$ cat src/rtl/melody_recorder_pkg.sv
// Shared definitions for the melody recorder and the playback sequencer:
// duration codes, rest pitch, FSM state encoding and entry packing.
package melody_recorder_pkg;

  localparam logic [5:0] DUR_16TH    = 6'd0;
  localparam logic [5:0] DUR_8TH     = 6'd1;
  localparam logic [5:0] DUR_QUARTER = 6'd2;
  localparam logic [5:0] DUR_HALF    = 6'd3;
  localparam logic [5:0] DUR_WHOLE   = 6'd4;
  localparam logic [5:0] DUR_DOT_8TH = 6'd5;

  localparam logic [7:0] REST_PITCH = 8'h80;
  localparam logic [4:0] UNIT_MAX   = 5'd16;

  typedef enum logic [2:0] {
    ST_IDLE  = 3'd0,
    ST_ARMED = 3'd1,
    ST_NOTE  = 3'd2,
    ST_GAP   = 3'd3,
    ST_WRITE = 3'd4
  } rec_state_e;

  function automatic logic [15:0] make_entry(input logic [7:0] pitch, input logic [5:0] code);
    return {pitch, 2'b00, code};
  endfunction

endpackage

$ cat src/rtl/melody_recorder_duration_quantizer.sv
// Combinational mapping from elapsed 16th-note units to a duration code.
module duration_quantizer
  import melody_recorder_pkg::*;
(
  input  logic [4:0] units,
  output logic [5:0] code
);

  always_comb begin
    if (units <= 5'd1) begin
      code = DUR_16TH;
    end else if (units == 5'd2) begin
      code = DUR_8TH;
    end else if (units == 5'd3) begin
      code = DUR_DOT_8TH;
    end else if (units <= 5'd5) begin
      code = DUR_QUARTER;
    end else if (units <= 5'd11) begin
      code = DUR_HALF;
    end else begin
      code = DUR_WHOLE;
    end
  end

endmodule

$ cat src/rtl/melody_recorder.sv
// Live melody recorder: quantises held notes into RAM entries.
// Optional rest capture is enabled by defining RECORDER_REST_CAPTURE_EN.
module melody_recorder
  import melody_recorder_pkg::*;
#(
  parameter int unsigned CLOCKS_PER_16TH = 12_500_000,
  parameter int unsigned MELODY_LENGTH   = 82,
  parameter int unsigned ADDR_WIDTH      = 7
) (
  input  logic                  clk,
  input  logic                  rst_n,
  input  logic                  enable,
  input  logic [31:0]           tempo_clocks,
  input  logic signed [7:0]     note_pitch_in,
  input  logic                  note_valid_in,
  output logic                  wr_en,
  output logic [ADDR_WIDTH-1:0] wr_addr,
  output logic [15:0]           wr_data,
  output logic                  recording,
  output logic [ADDR_WIDTH-1:0] rec_length,
  output logic                  full,
  output logic                  rec_done
);

  localparam logic [ADDR_WIDTH-1:0] LEN_MAX = ADDR_WIDTH'(MELODY_LENGTH);

  rec_state_e            state_q, state_d, ret_q, ret_d;
  logic signed [7:0]     pitch_q, pitch_d;
  logic [31:0]           tick_q, tick_d;
  logic [4:0]            unit_q, unit_d;
  logic                  en_q, en_d;
  logic                  wr_en_q, wr_en_d;
  logic [ADDR_WIDTH-1:0] wr_addr_q, wr_addr_d;
  logic [15:0]           wr_data_q, wr_data_d;
  logic                  recording_q, recording_d;
  logic [ADDR_WIDTH-1:0] rec_length_q, rec_length_d;
  logic                  full_q, full_d;
  logic                  rec_done_q, rec_done_d;

  logic [31:0]           active_tempo_s;
  logic                  tick_wrap_s;
  logic [31:0]           tick_adv_s;
  logic [4:0]            unit_adv_s;
  logic [5:0]            code_s;
  logic                  pitch_change_s;
  logic                  note_end_s;
  logic                  rest_en_s;
  logic [ADDR_WIDTH-1:0] len_inc_s;

  assign active_tempo_s = (tempo_clocks == 32'd0) ? 32'(CLOCKS_PER_16TH) : tempo_clocks;
  assign tick_wrap_s    = (tick_q == (active_tempo_s - 32'd1));
  assign tick_adv_s     = tick_wrap_s ? 32'd0 : (tick_q + 32'd1);
  assign unit_adv_s     = (tick_wrap_s && (unit_q != UNIT_MAX)) ? (unit_q + 5'd1) : unit_q;
  assign pitch_change_s = note_valid_in && (note_pitch_in != pitch_q);
  assign note_end_s     = !note_valid_in || pitch_change_s;
  assign len_inc_s      = rec_length_q + {{(ADDR_WIDTH-1){1'b0}}, 1'b1};

  // Durations are quantised from the count including the edge that ends the note.
  duration_quantizer u_quant (
    .units (unit_adv_s),
    .code  (code_s)
  );

`ifdef RECORDER_REST_CAPTURE_EN
  assign rest_en_s = (unit_adv_s != 5'd0);
`else
  assign rest_en_s = 1'b0;
`endif

  always_comb begin
    state_d      = state_q;
    ret_d        = ret_q;
    pitch_d      = pitch_q;
    tick_d       = tick_q;
    unit_d       = unit_q;
    en_d         = enable;
    wr_en_d      = 1'b0;
    wr_addr_d    = wr_addr_q;
    wr_data_d    = wr_data_q;
    rec_length_d = rec_length_q;
    full_d       = full_q;
    rec_done_d   = 1'b0;

    case (state_q)
      // Arming needs a fresh enable edge so a full recording stays parked.
      ST_IDLE: begin
        if (enable && !en_q) begin
          state_d      = ST_ARMED;
          rec_length_d = '0;
          full_d       = 1'b0;
        end else begin
          state_d = ST_IDLE;
        end
      end
      ST_ARMED: begin
        if (!enable) begin
          state_d    = ST_IDLE;
          rec_done_d = 1'b1;
        end else if (note_valid_in) begin
          state_d = ST_NOTE;
          pitch_d = note_pitch_in;
          tick_d  = 32'd0;
          unit_d  = 5'd0;
        end else begin
          state_d = ST_ARMED;
        end
      end
      ST_NOTE: begin
        tick_d = tick_adv_s;
        unit_d = unit_adv_s;
        if (!enable || note_end_s) begin
          state_d   = ST_WRITE;
          wr_en_d   = 1'b1;
          wr_addr_d = rec_length_q;
          wr_data_d = make_entry(pitch_q, code_s);
          tick_d    = 32'd0;
          unit_d    = 5'd0;
          if (!enable) begin
            ret_d = ST_IDLE;
          end else if (pitch_change_s) begin
            ret_d   = ST_NOTE;
            pitch_d = note_pitch_in;
          end else begin
            ret_d = ST_GAP;
          end
        end else begin
          state_d = ST_NOTE;
        end
      end
      // Counting continues here so a back-to-back note loses no clock.
      ST_WRITE: begin
        tick_d       = tick_adv_s;
        unit_d       = unit_adv_s;
        rec_length_d = len_inc_s;
        if (len_inc_s == LEN_MAX) begin
          state_d    = ST_IDLE;
          full_d     = 1'b1;
          rec_done_d = 1'b1;
        end else if (ret_q == ST_IDLE) begin
          state_d    = ST_IDLE;
          rec_done_d = 1'b1;
        end else begin
          state_d = ret_q;
        end
      end
      ST_GAP: begin
        tick_d = tick_adv_s;
        unit_d = unit_adv_s;
        if (!enable || note_valid_in) begin
          pitch_d = note_pitch_in;
          tick_d  = 32'd0;
          unit_d  = 5'd0;
          if (rest_en_s) begin
            state_d   = ST_WRITE;
            wr_en_d   = 1'b1;
            wr_addr_d = rec_length_q;
            wr_data_d = make_entry(REST_PITCH, code_s);
            ret_d     = enable ? ST_NOTE : ST_IDLE;
          end else if (!enable) begin
            state_d    = ST_IDLE;
            rec_done_d = 1'b1;
          end else begin
            state_d = ST_NOTE;
          end
        end else begin
          state_d = ST_GAP;
        end
      end
      default: begin
        state_d = ST_IDLE;
      end
    endcase

    recording_d = (state_d != ST_IDLE);
  end

  always_ff @(posedge clk or negedge rst_n) begin
    if (!rst_n) begin
      state_q      <= ST_IDLE;
      ret_q        <= ST_IDLE;
      pitch_q      <= 8'sd0;
      tick_q       <= 32'd0;
      unit_q       <= 5'd0;
      en_q         <= 1'b0;
      wr_en_q      <= 1'b0;
      wr_addr_q    <= '0;
      wr_data_q    <= 16'h0000;
      recording_q  <= 1'b0;
      rec_length_q <= '0;
      full_q       <= 1'b0;
      rec_done_q   <= 1'b0;
    end else begin
      state_q      <= state_d;
      ret_q        <= ret_d;
      pitch_q      <= pitch_d;
      tick_q       <= tick_d;
      unit_q       <= unit_d;
      en_q         <= en_d;
      wr_en_q      <= wr_en_d;
      wr_addr_q    <= wr_addr_d;
      wr_data_q    <= wr_data_d;
      recording_q  <= recording_d;
      rec_length_q <= rec_length_d;
      full_q       <= full_d;
      rec_done_q   <= rec_done_d;
    end
  end

  assign wr_en      = wr_en_q;
  assign wr_addr    = wr_addr_q;
  assign wr_data    = wr_data_q;
  assign recording  = recording_q;
  assign rec_length = rec_length_q;
  assign full       = full_q;
  assign rec_done   = rec_done_q;

endmodule

$ cat config.mk
export PLATFORM = sky130hd
export DESIGN_NAME = melody_recorder
export DESIGN_NICKNAME = d
export VERILOG_FILES = /design/src/rtl/melody_recorder_pkg.sv /design/src/rtl/melody_recorder_duration_quantizer.sv /design/src/rtl/melody_recorder.sv
export SDC_FILE = /design/constraint.sdc
export NUM_CORES = 1
export LEC_CHECK = 0
export CELL_PAD_IN_SITES_DETAIL_PLACEMENT = 1
export CELL_PAD_IN_SITES_GLOBAL_PLACEMENT = 1
export CORE_MARGIN = 3
export CORE_UTILIZATION = 40
export CTS_BUF_LIST = sky130_fd_sc_hd__clkbuf_8 sky130_fd_sc_hd__clkbuf_16
export DETAILED_ROUTE_END_ITERATION = 8
export HOLD_SLACK_MARGIN = 0.06
export PLACE_DENSITY_LB_ADDON = 0.1
export SYNTH_ARGS = -nofsm -noshare
export SYNTH_HDL_FRONTEND = slang
export SYNTH_HIERARCHICAL = 1
export SYNTH_SLANG_ARGS = --single-unit
export TNS_END_PERCENT = 100
$ cat constraint.sdc
create_clock -name clk -period 3.9 [get_ports clk]
set_input_delay 0.78 -clock clk [delete_from_list [all_inputs] [get_ports clk]]
set_output_delay 0.78 -clock clk [all_outputs]
set_load 0.005 [all_outputs]
# Yosys cells after proc, flatten, opt, wreduce, memory -nomap -nowiden
# Cells that the tools add are included.
word_totals:
  ff_bits: 84
  word_cells: 107
op_classes:
  n_addsub: 4
  n_lt_le_gt_ge: 3
  reduce_logical: 21
  n_eq_ne: 18
  mux: 48
op_table:
  columns: ["operator", "count"]
  rows:
  - ["$mux 32", 6]
  - ["$pmux 32 s4", 1]
  - ["$mux 8", 6]
  - ["$add 32x1->32 const B", 1]
  - ["$eq 32x32->1", 1]
  - ["$logic_not 32->1", 1]
  - ["$sub 32x1->32 const B", 1]
  - ["$mux 5", 5]
  - ["$mux 6", 4]
  - ["$pmux 8 s3", 1]
  - ["$pmux 5 s4", 1]
  - ["$ne 2x2->1 const B", 8]
  - ["$mux 3", 5]
  - ["$pmux 3 s5", 1]
  - ["$pmux 7 s2", 1]
  - ["$eq 5x2->1 const B", 2]
  - ["$mux 1", 10]
  - ["$mux 2", 4]
  - ["$ne 8x8->1", 1]
  - ["$add 7x1->7 const B", 1]
  - ["$eq 7x7->1 const B", 1]
  - ["$mux 7", 1]
  - ["$reduce_and 7->1", 1]
  - ["$eq 3x2->1 const B", 2]
  - ["other kinds (18)", 28]

# Logic depth before layout (Yosys ltp)
logic_depth:
  ltp_word: 12
  mapped_depth: 16
  ltp_nobuf: 14

# Modules after synthesis
# The synthesis kept the hierarchy.
by_module_without_submodules:
  columns: ["mod", "n_inst", "area_per_inst_um2", "seq_area_each_um2", "cells_each"]
  rows:
  - ["melody_recorder", 1, 5799.3, 2052.0, 679]
  - ["duration_quantizer", 1, 73.8, 0.0, 12]

# Least setup slack after synthesis
# Ideal clock, no wire load.
synth_timing:
  path_kind: "input to register"
  from: "in tempo_clocks[0]"
  to: "reg wr_data_q[0], in the netlist wr_data[0]"
  path_slack_ns: -0.282
  arrival_ns: 4.057
  path_stages: 15
  setup_ns: 0.125
  cell_sequence: "or4_1 buf_2 or3_1 buf_2 or4b_1 a211oi_2 o211ai_1 nor3_1 and4_1 buf_6 nand2_1 xnor2_1 nand2b_2 a21oi_1 mux2_2"
synth_via:
  elab_chain_cells: 12
  elab_cells_between_ends: 16
synth_rtl:
  columns: ["item", "line_no", "source"]
  rows:
  - ["from (decl)", "melody_recorder.sv:13", "input logic [31:0] tempo_clocks,"]
  - ["$logic_not 32->1", "melody_recorder.sv:50", "assign active_tempo_s = (tempo_clocks == 32'd0) ? 32'(CLOCKS_PER_16TH) : tempo_clocks;"]
  - ["$mux 32 (*)", "melody_recorder.sv:50", null]
  - ["$sub 32x1->32 (*)", "melody_recorder.sv:51", "assign tick_wrap_s = (tick_q == (active_tempo_s - 32'd1));"]
  - ["$eq 32x32->1 (*)", "melody_recorder.sv:51", null]
  - ["$logic_and 1x1->1 (*)", "melody_recorder.sv:53", "assign unit_adv_s = (tick_wrap_s && (unit_q != UNIT_MAX)) ? (unit_q + 5'd1) : unit_q;"]
  - ["$mux 5 (*)", "melody_recorder.sv:53", null]
  - ["net unit_adv_s[2]", "melody_recorder.sv:43", "logic [4:0] unit_adv_s;"]
  - ["$le 5x4->1", "melody_recorder_duration_quantizer.sv:18", "end else if (units <= 5'd11) begin"]
  - ["$mux 3", "melody_recorder_duration_quantizer.sv:18", null]
  - ["$mux 6", "melody_recorder_duration_quantizer.sv:16", "end else if (units <= 5'd5) begin"]
  - ["$mux 6", "melody_recorder_duration_quantizer.sv:14", "end else if (units == 5'd3) begin"]
  - ["$mux 6", "melody_recorder_duration_quantizer.sv:12", "end else if (units == 5'd2) begin"]
  - ["$mux 6 (*)", "melody_recorder_duration_quantizer.sv:10", "if (units <= 5'd1) begin"]
  - ["net code_s[0]", "melody_recorder.sv:44", "logic [5:0] code_s;"]
  - ["to (signal assigned)", "melody_recorder.sv:201", "wr_data_q <= wr_data_d;"]
  - ["to (decl)", "melody_recorder.sv:34", "logic [15:0] wr_data_q, wr_data_d;"]
# Mark *: on every way through the listed nets, which the timed path passes. The rest lies on a longest branch.
# A chain may end at the register's enable or synchronous reset.

# Worst setup path after layout
layout_timing:
  from: "in tempo_clocks[19]"
  to: "reg wr_data_q[1], in the netlist wr_data[1]"
# Same word-level chain as after synthesis.

==> flow_metrics.env <==
export IMPL_nets=908
export IMPL_cpPeakStageDelay_ns=0.50
export IMPL_yosys_area_top_type="dfrtp_1"
export IMPL_synth_distinct_cells=74
export IMPL_grt_pass1_wl_um=33400
export IMPL_r2r_start="tick_q[3]"
export IMPL_p_sw_w=0.000932
export IMPL_ios=78
export IMPL_vias=6125
export IMPL_power_leakage_nw=3.49
export IMPL_violations="negative setup slack"
export IMPL_cts_max_level=3
export IMPL_place_gp_congestion=0.894
export IMPL_yosys_top_cells_area="dfrtp_1, mux2_2, nand2_1, xnor2_1, nand3_1"
export IMPL_crit_buf_inv=1
export IMPL_worstPathCellList="clkdlybuf4s50_1 -> or2_4 -> or4_4 -> o21ai_2 -> nor3b_4 -> nand4_1 -> nor4_4 -> and4_2 -> nand2_4 -> xnor2_4 -> nand2b_4 -> a21oi_2 -> mux2_4"
export IMPL_clk_pin_slew_ns=0.07
export IMPL_seqPwrFrac_pct=37.9
export IMPL_wl_um=20500
export IMPL_ff2ff_path_depth=12
export IMPL_clkSinkCount=82
export IMPL_drv_slew=0
export IMPL_power_density_nw_per_um2=365
export IMPL_clockBufferDepth=2
export IMPL_dieHeight_um=127
export IMPL_synthArstFlopShare_pct=100
export IMPL_crit_required_ns=4.12
export IMPL_synth_cells=691
export IMPL_port_buffers=75
export IMPL_chipWidth_um=127
export IMPL_synth_top_area_share_pct=34.9
export IMPL_viasPerCell=5.87
export IMPL_holdPathEnd="wr_data[4]"
export IMPL_hold_depth=1
export IMPL_outcome="complete, but fails checks"
export IMPL_synth_top_flop_cell="dfrtp_1"
export IMPL_crit_fanout=5
export IMPL_hp_class="flop to flop"
export IMPL_start_kind="input port"
export IMPL_syn2layout_area_growth_pct=41.5
export IMPL_dpl_instance_area_sq_um=7470
export IMPL_cts_inserted_buffers=9
export IMPL_rsz0062_at_grt="yes"
export IMPL_synth_area_sq_um=5870
export IMPL_ir_worst_vdd_mv=0.195
export IMPL_num_rows=43
export IMPL_power_frac_clock_pct=30.9
export IMPL_worst_pin_slew_ns=1.07
export IMPL_post_route_util_pct=59.0
export IMPL_hpwl_um=14900
export IMPL_path_class="input port to flop"
export IMPL_netSwitchingFraction_pct=30.8
export IMPL_yosysMostFrequentCell="dfrtp_1"
export IMPL_finClkSkew_ns=0.0104
export IMPL_setup_viol=7
export IMPL_hold_ws_ns=0.509
export IMPL_yosys_warnings=6
export IMPL_clock_latency_ns=0.34
export IMPL_p_int_w=0.00210
export IMPL_setup_tns_ns=-0.201
export IMPL_worstHoldStart="wr_data[4]"
export IMPL_ys_seq_elements=82
export IMPL_period_minus_slack_ns=3.97
export IMPL_cts_tree="yes"
export IMPL_relSlewSlack_pct=28.7
export IMPL_r2r_end="wr_data[1]"
export IMPL_reg2reg_slack_ns=0.62
export IMPL_start_util_pct=41.7
export IMPL_yosysSeqAreaShare_pct=34.9
export IMPL_wl_per_cell_um=19.7
export IMPL_postSynthAreaPerCell_sq_um=8.50
export IMPL_grt_pass1_vias=6477
export IMPL_first_pass_iters=4
export IMPL_synth_common_cells="dfrtp_1, nand2_1, nand3_1"
export IMPL_overflow=0
export IMPL_dieArea_sq_um=16200
export IMPL_setup_ws_ns=-0.0743
export IMPL_cp_end_kind="flop"
export IMPL_final_hold_violation_count=0
export IMPL_clock_fmax_mhz=252
export IMPL_drive_gt1_share_pct=28.3
export IMPL_grt_total_usage_pct=25.4
export IMPL_drtAntennaViolNets=0
export IMPL_n_antenna_cell=0
export IMPL_period_share_pct=102
export IMPL_total_power_w=0.00303
export IMPL_core_area_sq_um=14100
export IMPL_synth_edf_count=0
export IMPL_fin_area_sq_um=8310
export IMPL_max_cap_viol_count=0
export IMPL_crit_family="simple AND/OR/NAND/NOR gates"
export IMPL_cts_root_buf="clkbuf_16"
export IMPL_grt_max_degree=83
export IMPL_antenna_found_initial=0
export IMPL_crit_slowest_cell="or4_4"
export IMPL_post_route_drc_count=0
export IMPL_worstPathArrival_ns=4.19
export IMPL_dr_first_iter_drc_count=340
export IMPL_pwr_share_comb_pct=31.2
==> layout make-up <==
| type | count | area (sq um) |
|---|---|---|
| fill | 1636 | 5790 |
| sequential | 82 | 2050 |
| inverter | 23 | 86.3 |
| timing repair buffer | 201 | 1740 |
| clock buffer | 9 | 225 |
| tap | 180 | 225 |
| clock inverter | 7 | 101 |
| multi-input combinational | 541 | 3880 |
==> metal layers <==
layer  vias up  global-route usage [%]  routed length (um)
met3        42                    3.43                 631
li1       2874                       -                   -
met2       142                    44.9               10600
met5         -                       0                   0
met1      3067                    31.6                8750
met4         0                    9.02                 574
==> layout by cell type, fill, tap and decap left out, types with 5 or more instances in the layout <==
cell type        count
and3_1              12
buf_4              114
nor2b_1              7
dfrtp_1             82
xnor2_1             28
nor2_1              44
and2_1               7
or4_4                5
mux2i_1             10
nand3_1             51
nand4_1             19
nor4_1               8
ha_1                 5
xor2_1              16
a22o_1               8
o211ai_1            10
or3_1                8
conb_1               5
buf_6               13
a21oi_1             13
a31oi_1             17
o21ai_0             26
clkbuf_16            9
mux2_2              27
inv_1               22
nor4_2               9
and4_1               5
or2_2                5
o31ai_1              5
clkdlybuf4s50_1     60
nand2_1             71
nor3_1              15
dlygate4sd2_1        5
==> cell families after synthesis <==
| logic type | after synthesis | synth area share, % |
|---|---|---|
| compound gates | 136 | 16.2 |
| xor+xnor | 48 | 7.39 |
| fa+ha+maj | 6 | 1.28 |
| buf+inv | 71 | 5.22 |
| flops | 82 | 34.9 |
| mux | 39 | 7.26 |
| other cells | 2 | 0.128 |
| simple gates | 307 | 27.6 |
==> registers in the layout, summed over array words and instances, names as in the netlist, 2 cells and up <==
register and count:
wr_data 14, pitch_q 8, wr_addr 7, rec_length 7
ret_q 2, state_q 3, unit_q 5, tick_q 32
==> worst max path at each step <==
stage	start	end	cells after the start
2_1_floorplan	tempo_clocks[0]	wr_data[0]	15
3_3_place_gp	tempo_clocks[1]	wr_data[2]	13
3_5_place_dp	tempo_clocks[0]	wr_data[2]	13
4_1_cts	tempo_clocks[3]	wr_data[1]	14
5_1_grt	tempo_clocks[19]	wr_data[1]	14
6_report	tempo_clocks[19]	wr_data[1]	13
==> through the flow <==
step,worst slack [ns],instances
global route,-0.220,1043
global placement,-0.954,998
detailed placement,-1.04,998
CTS,-0.0580,1034
finish,-0.0743,1043
floorplan,-0.145,694
==> power by group through the flow <==
| stage | Combinational (W) | Clock [W] | Sequential, W |
|---|---|---|---|
| 3_3_place_gp | 0.000873 | 0 | 0.00114 |
| 4_1_cts | 0.000942 | 0.000957 | 0.00115 |
| 6_report | 0.000946 | 0.000937 | 0.00115 |
| 5_1_grt | 0.00103 | 0.000998 | 0.00117 |
| 3_5_place_dp | 0.000914 | 0 | 0.00116 |
| 2_1_floorplan | 0.000460 | 0 | 0.00112 |
==> what timing repair did <==
item                       4_1_cts  5_1_grt
cloned                           0        1
setup endpoints to repair       40       31
pin swaps                       21       23
hold buffers                     0        0
resized for setup               79       31
setup buffers                   20        8
hold endpoints to repair         0        0
Power figures use the tool's default switching activity.
